`src/rtl/mem_map_pkg.sv`:
```
// System memory map shared by the memory system, its address decoders and the write arbiter.
package mem_map_pkg;

    localparam int ADDR_W     = 13;
    localparam int DATA_W     = 32;
    localparam int DISP_START = 256;   // first display-RAM word
    localparam int DISP_END   = 4352;  // one past the last display-RAM word
    localparam int UART_ADDR  = 4353;

endpackage

```
`src/rtl/mem_wr_arbiter_pkg.sv`:
```
// Arbiter-local types and defaults: grant encoding, clear-engine state codes, fill value.
package mem_wr_arbiter_pkg;

    localparam int DEF_BLANK      = 32;  // ASCII space; the memory subtracts 32 on store
    localparam int DEF_STARVE_MAX = 4;

    localparam logic [1:0] CLR_IDLE = 2'd0;
    localparam logic [1:0] CLR_RUN  = 2'd1;
    localparam logic [1:0] CLR_DONE = 2'd2;

    typedef enum logic [1:0] {
        GNT_NONE = 2'd0,
        GNT_CPU  = 2'd1,
        GNT_CON  = 2'd2,
        GNT_CLR  = 2'd3
    } gnt_e;

endpackage

```
`src/rtl/mem_wr_arbiter_if.sv`:
```
// Requester and memory-port bundle of the write arbiter; slave is the arbiter's view.
interface mem_wr_arbiter_if #(
    parameter int ADDR_W = mem_map_pkg::ADDR_W,
    parameter int DATA_W = mem_map_pkg::DATA_W
);
    logic              cpu_we;
    logic [ADDR_W-1:0] cpu_addr;
    logic [DATA_W-1:0] cpu_wdata;
    logic              cpu_stall;

    logic              con_req;
    logic [ADDR_W-1:0] con_addr;
    logic [DATA_W-1:0] con_wdata;
    logic              con_ack;

    logic              clr_start;
    logic              clr_busy;
    logic              clr_done;

    logic              mem_we;
    logic [ADDR_W-1:0] mem_addr;
    logic [DATA_W-1:0] mem_wdata;

    modport master (
        output cpu_we, cpu_addr, cpu_wdata,
        output con_req, con_addr, con_wdata,
        output clr_start,
        input  cpu_stall, con_ack, clr_busy, clr_done,
        input  mem_we, mem_addr, mem_wdata
    );

    modport slave (
        input  cpu_we, cpu_addr, cpu_wdata,
        input  con_req, con_addr, con_wdata,
        input  clr_start,
        output cpu_stall, con_ack, clr_busy, clr_done,
        output mem_we, mem_addr, mem_wdata
    );

endinterface

```
`src/rtl/disp_clear_engine.sv`:
```
// Display blank-fill sequencer: walks a pointer across the display RAM, one word per grant.
module disp_clear_engine
    import mem_wr_arbiter_pkg::*;
#(
    parameter int ADDR_W     = mem_map_pkg::ADDR_W,
    parameter int DISP_START = mem_map_pkg::DISP_START,
    parameter int DISP_END   = mem_map_pkg::DISP_END
) (
    input  logic              clk,
    input  logic              rst,
    input  logic              clr_start,
    input  logic              clr_gnt,
    output logic              clr_req,
    output logic [ADDR_W-1:0] clr_addr,
    output logic              clr_busy,
    output logic              clr_done
);

    localparam logic [ADDR_W-1:0] PTR_FIRST = ADDR_W'(DISP_START);
    localparam logic [ADDR_W-1:0] PTR_LAST  = ADDR_W'(DISP_END - 1);

    logic [1:0]        state_q, state_d;
    logic [ADDR_W-1:0] ptr_q, ptr_d;

    always_comb begin
        state_d = state_q;
        ptr_d   = ptr_q;
        // A restart wins over everything, including the final-word transition.
        if (clr_start) begin
            state_d = CLR_RUN;
            ptr_d   = PTR_FIRST;
        end else begin
            case (state_q)
                CLR_IDLE: state_d = CLR_IDLE;
                CLR_RUN: begin
                    if (clr_gnt) begin
                        ptr_d = ptr_q + ADDR_W'(1);
                        if (ptr_q == PTR_LAST) begin
                            state_d = CLR_DONE;
                        end
                    end
                end
                CLR_DONE: state_d = CLR_IDLE;
                default:  state_d = CLR_IDLE;
            endcase
        end
    end

    always_ff @(posedge clk or posedge rst) begin
        if (rst) begin
            state_q <= CLR_IDLE;
            ptr_q   <= PTR_FIRST;
        end else begin
            state_q <= state_d;
            ptr_q   <= ptr_d;
        end
    end

    assign clr_req  = (state_q == CLR_RUN);
    assign clr_addr = ptr_q;
    assign clr_busy = (state_q == CLR_RUN) || (state_q == CLR_DONE);
    assign clr_done = (state_q == CLR_DONE);

endmodule

```
`src/rtl/mem_wr_arbiter.sv`:
```
// Single memory write port shared by CPU stores, the console writer and the display clear;
// fixed priority CPU > console > clear, with a starvation override for the console.
module mem_wr_arbiter
    import mem_wr_arbiter_pkg::*;
#(
    parameter int ADDR_W     = mem_map_pkg::ADDR_W,
    parameter int DATA_W     = mem_map_pkg::DATA_W,
    parameter int DISP_START = mem_map_pkg::DISP_START,
    parameter int DISP_END   = mem_map_pkg::DISP_END,
    parameter int BLANK      = DEF_BLANK,
    parameter int STARVE_MAX = DEF_STARVE_MAX
) (
    input  logic           clk,
    input  logic           rst,
    mem_wr_arbiter_if.slave bus
);

    localparam int                CNT_W      = $clog2(STARVE_MAX + 1);
    localparam logic [CNT_W-1:0]  STARVE_TOP = CNT_W'(STARVE_MAX);
    localparam logic [ADDR_W-1:0] DISP_LO    = ADDR_W'(DISP_START);
    localparam logic [ADDR_W-1:0] DISP_HI    = ADDR_W'(DISP_END);

    logic              clr_req;
    logic              clr_gnt;
    logic [ADDR_W-1:0] clr_addr;
    logic              clr_busy;
    logic              clr_done;

    logic              con_in_disp;
    logic              con_elig;
    logic              con_force;
    gnt_e              gnt;

    logic [CNT_W-1:0]  starve_q, starve_d;
    logic              mem_we_q, mem_we_d;
    logic [ADDR_W-1:0] mem_addr_q, mem_addr_d;
    logic [DATA_W-1:0] mem_wdata_q, mem_wdata_d;
    logic              con_ack_q, con_ack_d;

    disp_clear_engine #(
        .ADDR_W     (ADDR_W),
        .DISP_START (DISP_START),
        .DISP_END   (DISP_END)
    ) u_clear (
        .clk       (clk),
        .rst       (rst),
        .clr_start (bus.clr_start),
        .clr_gnt   (clr_gnt),
        .clr_req   (clr_req),
        .clr_addr  (clr_addr),
        .clr_busy  (clr_busy),
        .clr_done  (clr_done)
    );

    // The console request is still held high during its ack cycle, so that cycle is masked.
    // Display-range console writes wait out a clear so they are not overwritten by blanks.
    always_comb begin
        con_in_disp = (bus.con_addr >= DISP_LO) && (bus.con_addr < DISP_HI);
        con_elig    = bus.con_req && !con_ack_q && !(clr_busy && con_in_disp);
        con_force   = con_elig && (starve_q == STARVE_TOP);

        gnt = GNT_NONE;
        if (bus.cpu_we && !con_force) begin
            gnt = GNT_CPU;
        end else if (con_elig) begin
            gnt = GNT_CON;
        end else if (clr_req) begin
            gnt = GNT_CLR;
        end
    end

    assign clr_gnt       = (gnt == GNT_CLR);
    assign bus.cpu_stall = bus.cpu_we && (gnt != GNT_CPU);

    always_comb begin
        starve_d = starve_q;
        if (!con_elig || gnt == GNT_CON) begin
            starve_d = '0;
        end else if (gnt == GNT_CPU && starve_q != STARVE_TOP) begin
            starve_d = starve_q + CNT_W'(1);
        end
    end

    always_comb begin
        mem_we_d    = 1'b0;
        mem_addr_d  = mem_addr_q;
        mem_wdata_d = mem_wdata_q;
        con_ack_d   = (gnt == GNT_CON);
        case (gnt)
            GNT_CPU: begin
                mem_we_d    = 1'b1;
                mem_addr_d  = bus.cpu_addr;
                mem_wdata_d = bus.cpu_wdata;
            end
            GNT_CON: begin
                mem_we_d    = 1'b1;
                mem_addr_d  = bus.con_addr;
                mem_wdata_d = bus.con_wdata;
            end
            GNT_CLR: begin
                mem_we_d    = 1'b1;
                mem_addr_d  = clr_addr;
                mem_wdata_d = DATA_W'(BLANK);
            end
            default: mem_we_d = 1'b0;
        endcase
    end

    always_ff @(posedge clk or posedge rst) begin
        if (rst) begin
            starve_q    <= '0;
            mem_we_q    <= 1'b0;
            mem_addr_q  <= '0;
            mem_wdata_q <= '0;
            con_ack_q   <= 1'b0;
        end else begin
            starve_q    <= starve_d;
            mem_we_q    <= mem_we_d;
            mem_addr_q  <= mem_addr_d;
            mem_wdata_q <= mem_wdata_d;
            con_ack_q   <= con_ack_d;
        end
    end

    assign bus.mem_we    = mem_we_q;
    assign bus.mem_addr  = mem_addr_q;
    assign bus.mem_wdata = mem_wdata_q;
    assign bus.con_ack   = con_ack_q;
    assign bus.clr_busy  = clr_busy;
    assign bus.clr_done  = clr_done;

endmodule

```
`src/flat_wrapper.sv`:
```
// flat-port wrapper written by rule: the top's interface ports become plain ports
module mem_wr_arbiter_flat import mem_wr_arbiter_pkg::*;
#(
    parameter int ADDR_W     = mem_map_pkg::ADDR_W,
    parameter int DATA_W     = mem_map_pkg::DATA_W,
    parameter int DISP_START = mem_map_pkg::DISP_START,
    parameter int DISP_END   = mem_map_pkg::DISP_END,
    parameter int BLANK      = DEF_BLANK,
    parameter int STARVE_MAX = DEF_STARVE_MAX
)
  (clk, rst, bus_cpu_we, bus_cpu_addr, bus_cpu_wdata, bus_con_req, bus_con_addr, bus_con_wdata, bus_clr_start, bus_cpu_stall, bus_con_ack, bus_clr_busy, bus_clr_done, bus_mem_we, bus_mem_addr, bus_mem_wdata);
  mem_wr_arbiter_if #(.ADDR_W(ADDR_W), .DATA_W(DATA_W)) bus_i ();
  input  logic clk;
  input  logic rst;
  input wire logic [$bits(bus_i.cpu_we)-1:0] bus_cpu_we;
  input wire logic [$bits(bus_i.cpu_addr)-1:0] bus_cpu_addr;
  input wire logic [$bits(bus_i.cpu_wdata)-1:0] bus_cpu_wdata;
  input wire logic [$bits(bus_i.con_req)-1:0] bus_con_req;
  input wire logic [$bits(bus_i.con_addr)-1:0] bus_con_addr;
  input wire logic [$bits(bus_i.con_wdata)-1:0] bus_con_wdata;
  input wire logic [$bits(bus_i.clr_start)-1:0] bus_clr_start;
  output wire logic [$bits(bus_i.cpu_stall)-1:0] bus_cpu_stall;
  output wire logic [$bits(bus_i.con_ack)-1:0] bus_con_ack;
  output wire logic [$bits(bus_i.clr_busy)-1:0] bus_clr_busy;
  output wire logic [$bits(bus_i.clr_done)-1:0] bus_clr_done;
  output wire logic [$bits(bus_i.mem_we)-1:0] bus_mem_we;
  output wire logic [$bits(bus_i.mem_addr)-1:0] bus_mem_addr;
  output wire logic [$bits(bus_i.mem_wdata)-1:0] bus_mem_wdata;
  assign bus_i.cpu_we = bus_cpu_we;
  assign bus_i.cpu_addr = bus_cpu_addr;
  assign bus_i.cpu_wdata = bus_cpu_wdata;
  assign bus_i.con_req = bus_con_req;
  assign bus_i.con_addr = bus_con_addr;
  assign bus_i.con_wdata = bus_con_wdata;
  assign bus_i.clr_start = bus_clr_start;
  assign bus_cpu_stall = bus_i.cpu_stall;
  assign bus_con_ack = bus_i.con_ack;
  assign bus_clr_busy = bus_i.clr_busy;
  assign bus_clr_done = bus_i.clr_done;
  assign bus_mem_we = bus_i.mem_we;
  assign bus_mem_addr = bus_i.mem_addr;
  assign bus_mem_wdata = bus_i.mem_wdata;
  mem_wr_arbiter #(.ADDR_W(ADDR_W), .DATA_W(DATA_W), .DISP_START(DISP_START), .DISP_END(DISP_END), .BLANK(BLANK), .STARVE_MAX(STARVE_MAX)) u_core (.clk(clk), .rst(rst), .bus(bus_i));
endmodule
```
`config.mk`:
```
export PLATFORM = sky130hd
export DESIGN_NAME = mem_wr_arbiter_flat
export DESIGN_NICKNAME = d
export VERILOG_FILES = /design/src/rtl/mem_map_pkg.sv /design/src/rtl/mem_wr_arbiter_pkg.sv /design/src/rtl/mem_wr_arbiter_if.sv /design/src/rtl/disp_clear_engine.sv /design/src/rtl/mem_wr_arbiter.sv /design/src/flat_wrapper.sv
export SDC_FILE = /design/constraint.sdc
export NUM_CORES = 1
export LEC_CHECK = 0
export ABC_AREA = 1
export CAP_MARGIN = 30
export CORE_MARGIN = 2
export CORE_UTILIZATION = 45
export DETAILED_ROUTE_END_ITERATION = 8
export GPL_ROUTABILITY_DRIVEN = 0
export GPL_TIMING_DRIVEN = 0
export HOLD_SLACK_MARGIN = 0.03
export PLACE_DENSITY_LB_ADDON = 0.15
export SLEW_MARGIN = 20
export SYNTH_ARGS = -nofsm -noshare
export SYNTH_HDL_FRONTEND = slang
export SYNTH_SLANG_ARGS = --single-unit
```
`constraint.sdc`:
```
create_clock -name clk -period 3.28 [get_ports clk]
set_input_delay 0.984 -clock clk [delete_from_list [all_inputs] [get_ports clk]]
set_output_delay 0.984 -clock clk [all_outputs]
set_load 0.01 [all_outputs]
```
Word-level counts from Yosys, hierarchy flattened

Cells that the tools add are included.

Input port bits: 95
Register bits: 65
Logic and storage cells: 58
Output and inout port bits: 50

$add $sub $neg: 2
$lt $le $gt $ge: 2
Muxes and demuxes: 15
Reduce and logical (&&, ||, !) cells: 21
Equal/unequal tests: 11

Operators with widths:

| cell                    | number |
|---|---|
| $pmux W32 S3            | 1 |
| $mux W13                | 3 |
| $pmux W13 S3            | 1 |
| $mux W2                 | 7 |
| $add A13 B1 Y13 const B | 1 |
| $eq A13 B13 Y1 const B  | 1 |
| $ge A13 B9 Y1 const B   | 1 |
| $lt A13 B13 Y1 const B  | 1 |
| $ne A3 B3 Y1 const B    | 3 |
| $logic_and A1 B1 Y1     | 8 |
| $eq A2 B2 Y1 const B    | 3 |
| $mux W3                 | 2 |
| $reduce_bool A2 Y1      | 3 |
| $eq A2 B1 Y1 const B    | 2 |
| $logic_not A1 Y1        | 4 |
| $reduce_and A2 Y1       | 2 |
| $add A3 B1 Y3 const B   | 1 |
| $eq A3 B3 Y1 const B    | 1 |
| $reduce_bool A3 Y1      | 1 |
| $reduce_or A3 Y1        | 1 |
| $logic_or A1 B1 Y1      | 2 |
| $ne A2 B1 Y1 const B    | 1 |
| $mux W1                 | 1 |

Depth between registers and ports, before layout

Gate-level depths: netlist of run 1.

Depth in word-level cells: 13
Mapped depth: 12
Gate-level depth less buffers: 11

By module

A second synthesis of run 1 with hierarchy kept.

Cell total of the unflattened synthesis: 499
Area total of the unflattened synthesis: 3,702.3 um2

Modules (own cells, without submodules):

| module            | area an instance (um2) | seq. area each (um2) | cells each | instances |
|---|---|---|---|---|
| mem_wr_arbiter    | 2,831.5                | 1,251.2              | 383        | 1 |
| disp_clear_engine | 870.8                  | 376.6                | 116        | 1 |

Least setup slack after synthesis of run 1

Ideal clock, no wire load.

Path type: input port to output port
Start point: input bus_con_addr[11]
End point: output bus_cpu_stall
Arrival: 1,636 ps
Setup slack: 660 ps
Path buffers: 0
Stages: 5
Path through: nor2_2 > nand3_1 > nand3_4 > nand3_2 > nor2_1

Cells in the longest elaborated chain, start to end: 11
Elaborated cells on any way between the ends: 13
Classes of those cells: 2 x order compare; 1 x eq/ne; 2 x mux; 8 x reduce/logical

RTL lines:

| what                                            | line                 | text |
|---|---|---|
| start: declaration                              | flat_wrapper.sv:19   | `input wire logic [$bits(bus_i.con_addr)-1:0] bus_con_addr;` |
| $ge A13 B9 Y1 or $lt A13 B13 Y1 (tied branches) | mem_wr_arbiter.sv:58 | `con_in_disp = (bus.con_addr >= DISP_LO) && (bus.con_addr < DISP_HI);` |
| $logic_and A1 B1 Y1 (*)                         | mem_wr_arbiter.sv:58 |  |
| $logic_and A1 B1 Y1 (*)                         | mem_wr_arbiter.sv:59 | `con_elig = bus.con_req && !con_ack_q && !(clr_busy && con_in_disp);` |
| $logic_not A1 Y1 (*)                            | mem_wr_arbiter.sv:59 |  |
| $logic_and A1 B1 Y1 (*)                         | mem_wr_arbiter.sv:59 |  |
| $logic_and A1 B1 Y1                             | mem_wr_arbiter.sv:60 | `con_force = con_elig && (starve_q == STARVE_TOP);` |
| $logic_not A1 Y1                                | mem_wr_arbiter.sv:63 | `if (bus.cpu_we && !con_force) begin` |
| $logic_and A1 B1 Y1                             | mem_wr_arbiter.sv:63 |  |
| $mux W2 (*)                                     | mem_wr_arbiter.sv:63 |  |
| $ne A2 B1 Y1 (*)                                | mem_wr_arbiter.sv:73 | `assign bus.cpu_stall = bus.cpu_we && (gnt != GNT_CPU);` |
| $logic_and A1 B1 Y1 (*)                         | mem_wr_arbiter.sv:73 |  |
| end: declaration                                | flat_wrapper.sv:22   | `output wire logic [$bits(bus_i.cpu_stall)-1:0] bus_cpu_stall;` |

Every way passes the cells marked *; elsewhere a longest branch is shown, timed or not.

Final worst setup path of run 1

Start point: input bus_con_req
End point: output bus_cpu_stall

Cells in the longest elaborated chain, start to end: 8
Elaborated cells on any way between the ends: 9
Classes of those cells: 1 x eq/ne; 2 x mux; 6 x reduce/logical

RTL lines:

| what                                  | line                 | text |
|---|---|---|
| start: declaration                    | flat_wrapper.sv:18   | `input wire logic [$bits(bus_i.con_req)-1:0] bus_con_req;` |
| $logic_and A1 B1 Y1 (*) (2 in series) | mem_wr_arbiter.sv:59 |  |
| $logic_and A1 B1 Y1                   | mem_wr_arbiter.sv:60 |  |
| $logic_not A1 Y1                      | mem_wr_arbiter.sv:63 |  |
| $logic_and A1 B1 Y1                   | mem_wr_arbiter.sv:63 |  |
| $mux W2 (*)                           | mem_wr_arbiter.sv:63 |  |
| $ne A2 B1 Y1 (*)                      | mem_wr_arbiter.sv:73 |  |
| $logic_and A1 B1 Y1 (*)               | mem_wr_arbiter.sv:73 |  |

Marked as above.

==> impl_results.md, run 1 <==
* Clk pwr share at 0.317
* CP Cell Sequence: clkdlybuf4s50_1, inv_1, nor2_8, nand3_4, nor2_2, clkdlybuf4s15_2
* Skew final at ~9 ps
* Top cells by area, synth: dfrtp_1 41%, nand2_1 20%, nand2_2 5.7%
* Register area share after synthesis at 0.421
* Antenna Cells at 0
* Critical path data required time at approximately 2300 ps
* Post-synth top flop: dfrtp_1
* Setup crit start kind: input port
* Number of enable flip-flop cells after synthesis at 0
* Worst skew pair latency at 330 ps
* Switching portion of total power at 0.275
* Post-Route Setup TNS at 0 ps
* Worst R2R Path Depth at 11
* Grt total ovfl at 0
* YS warnings at 0
* Initial antenna violation count at 0
* Share of layout cells above drive strength 1 at 0.145
* P_sw at 0.611 mW
* Cell count after synthesis at between 400 and 500
* Reg-to-Reg End: u_core.bus.mem_wdata[12]
* Maximum clock frequency at about 310 MHz
* CTS sink count at 65
* Slowest CP cell: clkdlybuf4s50_1
* Fin Hold WS at 479 ps
* Via Count at roughly 3700
* Synth Net Count at between 500 and 600
* R2R setup slack at roughly 1300 ps
* Total Power at ~2.2 mW
* Detailed Route WL at 10200 um
* Slew HR at 0.721
* Slew Limit Fails at 0
* CTS tree: done
* Crit path max fanout at 7
* PortBufs at approximately 140
* Worst Path Buf+Inv at 3
* Reg power frac at 0.413
* #FFs+latches synth at 65
* Cells on Worst Hold Path at 2
* Crit path time final at 3190 ps
* Top-count cell post-synth: nand2_1
* # setup viols final at 0
* Layout area overhead at 47.5%
* CORE AREA at between 0.008 and 0.009 mm2
* H-tree depth at 3
* HPWL Detailed at ~7700 um
* Peak VDD IR at 0.315 mV
* Setup Crit Path Kind: input port to output port
* Post-Syn Area at between 0.003 and 0.004 mm2
* CP arrival at approximately 2200 ps
* Outcome: finished clean
* Vias per cell at around 4.9
* Combinational power share at 0.270
* Pwr Density at 390 mW/mm2
* Clk pin slew, worst setup/hold paths at about 70 ps
* Hold EP: u_core.bus.mem_wdata[4]
* Row cnt at 33
* CTS root buf: clkbuf_8
* Vias in the first global route at between 3000 and 4000
* Drt pass-1 iters at 4
* Share of Yosys cell area claimed by the top area cell type at 0.415
* Total internal power at 1.61 mW
* Worst-margin pin slew at 419 ps
* Final Hold Fails at 0
* Total track usage at 0.225
* RSZ-0062 raised after global routing: false
* Initial Util at 0.468
* Clock buffer depth at 2
* Async set or reset register ratio after synthesis at 1.00
* Leading area contributor after synthesis: dfrtp_1
* Avg Inst Size Synth at a little under 8 um2
* Distinct cells, synth at 36
* Hold Path Class: flop to flop
* Worst Min Path Start: u_core.bus.mem_wdata[4]
* CP max stage delay at about 450 ps
* R2R Path Start: u_core.u_clear.state_q[0]
* WL/cell at 13.4 um
* DR DRC count at 0
* Die width at around 97 um
* Crit share post-route at 0.972
* First-pass GRT wire length at between 15000 and 20000 um
* Number of max-cap violations at 0
* Largest net degree at the start of global routing at 48
* Synth top cells by count: 204 x nand2_1, 64 x dfrtp_1, 37 x inv_1, 35 x nand2_2, 24 x nor2_1
* DRT iter0 DRCs at a little over 90
* DIE AREA at approximately 0.0093 mm2
* Crit path max-delay family: buffers and inverters
* Die height at ~97 um
* Top Ports at approximately 150
* Static leakage power at 2.72 nW
* Final nets at 748
* Antenna Nets Post-Route at 0
* CP endpoint kind: output port
* Total CTS buffers at 9
## layout make-up
type,instances,area [um2]
fill,695,2560
multi-input combinational,367,1880
sequential,65,1630
timing repair buffer,145,1480
buffer,21,223
clock buffer,14,173
inverter,39,151
tap,105,131
clock inverter,2,35.0
## worst min-delay path, delay by kind of cell (launching register included)
family,cells,cell delay (ps)
flip-flops,1,340
AND/OR/NAND/NOR,2,100
## timing repair
| action | in CTS | in global routing |
|---|---|---|
| hold buffers | 0 | 0 |
| setup endpoints to repair | 1 | 1 |
| setup buffers | 1 | 0 |
| pin swaps | 4 | 0 |
| resized for setup | 8 | 6 |
## cell usage in the layout, fill, tap and decap left out, types with 2 or more instances in the layout
cell / synthesis / layout
dlygate4sd2_1: 0 / 2
o31ai_1: 3 / 3
inv_4: 1 / 2
o21ai_0: 6 / 6
nor3b_1: 4 / 4
nor2_2: 1 / 2
buf_12: 4 / 4
xor2_1: 4 / 4
nand2_1: 204 / 204
nand3_2: 2 / 2
dlymetal6s2s_1: 0 / 4
nor3_1: 12 / 12
ha_1: 5 / 5
or2_0: 8 / 8
nor2_1: 24 / 22
a21oi_1: 2 / 2
dfrtp_1: 64 / 64
buf_2: 3 / 3
nand2_2: 35 / 35
nand3_4: 1 / 2
nand2_4: 4 / 4
o2111ai_1: 5 / 5
a21oi_2: 5 / 5
o211ai_1: 13 / 13
inv_1: 37 / 36
buf_4: 4 / 5
nand2_8: 2 / 2
clkdlybuf4s50_1: 0 / 136
buf_6: 8 / 8
nand3_1: 22 / 21
clkbuf_8: 0 / 12
clkbuf_1: 2 / 4
## worst max path at each step
stage,start,endpoint,slack (ps),depth (start not counted)
after floorplan,bus_con_addr[11],bus_cpu_stall,660,5
after global placement,bus_cpu_we,bus_cpu_stall,-600,6
after detailed placement,bus_cpu_we,bus_cpu_stall,-600,6
after CTS,bus_con_addr[9],bus_cpu_stall,3,7
after global routing,bus_con_req,bus_cpu_stall,40,6
final,bus_con_req,bus_cpu_stall,90,6
## routing by layer
| layer | GRT usage | wire length (um) | vias to the layer above | share of wire |
|---|---|---|---|---|
| met3 | 0.0470 | 577 | 12 | 0.057 |
| met2 | 0.390 | 5000 | 125 | 0.49 |
| li1 | - | - | 1852 | - |
| met5 | 0 | 0 | - | 0 |
| met4 | 0.0628 | 111 | 0 | 0.011 |
| met1 | 0.286 | 4500 | 1696 | 0.44 |
## sequential cells by signal, indices dropped and copies added, names as in the netlist
name and cells:
u_core.u_clear.state_q 2, u_core.bus.mem_wdata 32, u_core.u_clear.clr_addr 13, u_core.bus.con_ack 1, u_core.bus.mem_addr 13, u_core.starve_q 3, u_core.bus.mem_we 1
## kinds of logic (layout without fill, tap and decap cells)
| kind of cell | after synthesis | after routing | share of synthesized area |
|---|---|---|---|
| fa+ha+maj | 5 | 5 | 0.0162 |
| simple gates | 321 | 321 | 0.383 |
| flops | 65 | 65 | 0.421 |
| buf+inv | 61 | 221 | 0.0972 |
| compound gates | 36 | 36 | 0.0706 |
| xor+xnor | 5 | 5 | 0.0113 |
## power by group through the flow
| stage | Clock (mW) | Sequential (mW) | Combinational, mW |
|---|---|---|---|
| after global routing | 0.763 | 0.926 | 0.658 |
| after CTS | 0.722 | 0.917 | 0.605 |
| final | 0.705 | 0.917 | 0.599 |
| after detailed placement | 0 | 0.931 | 0.599 |
| after global placement | 0 | 0.928 | 0.586 |
| after floorplan | 0 | 0.961 | 0.245 |
## stage by stage
step / worst slack [ps] / util / cells / area [um2]
floorplan: 660 / - / 493 / 3860
global placement: -596 / 0.657 / 741 / 5430
global route: 44.3 / 0.690 / 758 / 5700
finish: 93.2 / 0.690 / 758 / 5700
CTS: 2.82 / 0.688 / 758 / 5680
detailed placement: -605 / 0.661 / 742 / 5460
Power figures use the tool's default switching activity.
==> run 2: changes to the inputs <==
==> constraint.sdc (replaced) <==
create_clock -name clk -period 3.4 [get_ports clk]
set_input_delay 1.02 -clock clk [delete_from_list [all_inputs] [get_ports clk]]
set_output_delay 1.02 -clock clk [all_outputs]
set_load 0.01 [all_outputs]
==> impl_results.md, run 2 (synthesis results as in run 1) <==
* Combinational power share at 0.269
* Total CTS buffers at 9
* CTS sink count at 65
* Worst skew pair latency at 330 ps
* Critical path data required time at ~2400 ps
* Fin Hold WS at approximately 480 ps
* Die width at about 97 um
* HPWL Detailed at just under 8000 um
* CORE AREA at between 0.008 and 0.009 mm2
* Drt pass-1 iters at 4
* Layout area overhead at 46.8%
* First-pass GRT wire length at 17700 um
* P_sw at 0.591 mW
* Worst Min Path Start: u_core.bus.mem_wdata[4]
* Clk pin slew, worst setup/hold paths at around 70 ps
* Antenna Nets Post-Route at 0
* Setup crit start kind: input port
* GR Layer Usage met1 at 0.284
* Global routing usage on met2 at 0.392
* Worst R2R Path Depth at 11
* Total Power at between 2 and 2.5 mW
* R2R Path Start: u_core.u_clear.state_q[0]
* Via Count at around 3700
* Largest register FFs at 32
* Reg power frac at 0.412
* H-tree depth at 3
* Number of max-cap violations at 0
* Worst-margin pin slew at about 420 ps
* Crit share post-route at 0.974
* Switching portion of total power at 0.276
* Final nets at approximately 750
* Initial Util at 0.468
* Total track usage at 0.225
* CP endpoint kind: output port
* Hold EP: u_core.bus.mem_wdata[4]
* Detailed Route WL at between 10000 and 15000 um
* Skew final at approximately 9.3 ps
* Row cnt at 33
* Total internal power at 1.55 mW
* Most frequent cells in the layout: 204 x nand2_1, 140 x clkdlybuf4s50_1, 64 x dfrtp_1, 36 x inv_1, 35 x nand2_2
* Commonest non-fill, non-tap cell in the layout: nand2_1
* Initial antenna violation count at 0
* Post-Route Setup TNS at 0 ps
* Top Ports at ~150
* Largest net degree at the start of global routing at 48
* Die height at around 97 um
* WL/cell at 13.4 um
* GRT met3 Usage at 0.0470
* Vias in the first global route at 3802
* Grt total ovfl at 0
* Grt peak-use layer: met2
* DIE AREA at around 0.0093 mm2
* Setup Crit Path Kind: input port to output port
* Slew HR at 0.718
* CTS tree: done
* Final core occ at 0.687
* Hold Path Class: flop to flop
* DRT iter0 DRCs at 87
* Reg-to-Reg End: u_core.bus.mem_wdata[12]
* Antenna Cells at 0
* R2R setup slack at approximately 1500 ps
* Share of layout cells above drive strength 1 at 0.144
* CTS root buf: clkbuf_8
* Crit path max fanout at 2
* PortBufs at about 140
* Peak VDD IR at roughly 0.30 mV
* Maximum clock frequency at ~300 MHz
* Clock buffer depth at 2
* Final Hold Fails at 0
* Cells on Worst Hold Path at 2
* DR DRC count at 0
* Clk pwr share at 0.319
* # setup viols final at 0
* Crit path time final at between 3000 and 4000 ps
* Vias per cell at just under 5
* CP arrival at approximately 2300 ps
* Slew Limit Fails at 0
* RSZ-0062 raised after global routing: false
* Pwr Density at approximately 380 mW/mm2
* Static leakage power at approximately 2.7 nW
* Outcome: finished clean
==> run 2: metal layers <==
metal | up-vias | part of all wire
met5 | - | 0
met4 | 0 | 0.011
met3 | 12 | 0.056
met2 | 124 | 0.49
met1 | 1709 | 0.44
li1 | 1850 | -
==> run 2: per-stage QoR <==
step | instances | worst slack [ps] | instance area (um2)
2_1_floorplan | 493 | 708 | 3860
3_3_place_gp | 741 | -548 | 5430
3_5_place_dp | 742 | -557 | 5460
4_1_cts | 758 | 6.84 | 5670
5_1_grt | 758 | 28.3 | 5670
6_report | 758 | 88.1 | 5670
==> run 2: worst max-delay path by stage <==
stage / startpoint / endpoint / slack [ps] / depth (start not counted)
finish: bus_con_addr[8] / bus_cpu_stall / 90 / 8
global route: bus_con_addr[8] / bus_cpu_stall / 30 / 8
CTS: bus_con_addr[8] / bus_cpu_stall / 7 / 8
detailed placement: bus_cpu_we / bus_cpu_stall / -560 / 6
global placement: bus_cpu_we / bus_cpu_stall / -550 / 6
floorplan: bus_con_addr[11] / bus_cpu_stall / 710 / 5
==> run 2: repair_timing <==
item	in CTS	in global routing
endpoints found under the hold margin	0	0
endpoints found under the setup margin	1	1
hold buffers	0	0
gates resized for setup	4	3
buffers inserted	1	0
pin swaps	1	0
==> run 2: power by group through the flow <==
stage	combinational [mW]	clock (mW)	sequential [mW]
after floorplan	0.237	0	0.927
after global placement	0.565	0	0.895
after detailed placement	0.578	0	0.898
after CTS	0.583	0.696	0.885
after global routing	0.634	0.736	0.894
final	0.577	0.684	0.885
==> run 2: critical path, cell delays in order <==
cell and delay (ps):
clkdlybuf4s50_1 510, inv_1 90, nand3_1 110, nand2_2 80, nand3_4 100, nand3_2 110
nor2_2 130, clkbuf_2 140
==> run 2: cell type report <==
| type | count | area, um2 |
|---|---|---|
| inverters | 39 | 151 |
| plain buffers | 21 | 223 |
| clock inverters | 2 | 35.0 |
| well taps | 105 | 131 |
| flip-flops and latches | 65 | 1630 |
| clock buffers | 14 | 173 |
| fillers | 700 | 2590 |
| multi-input cells | 367 | 1870 |
| repair buffers | 145 | 1460 |
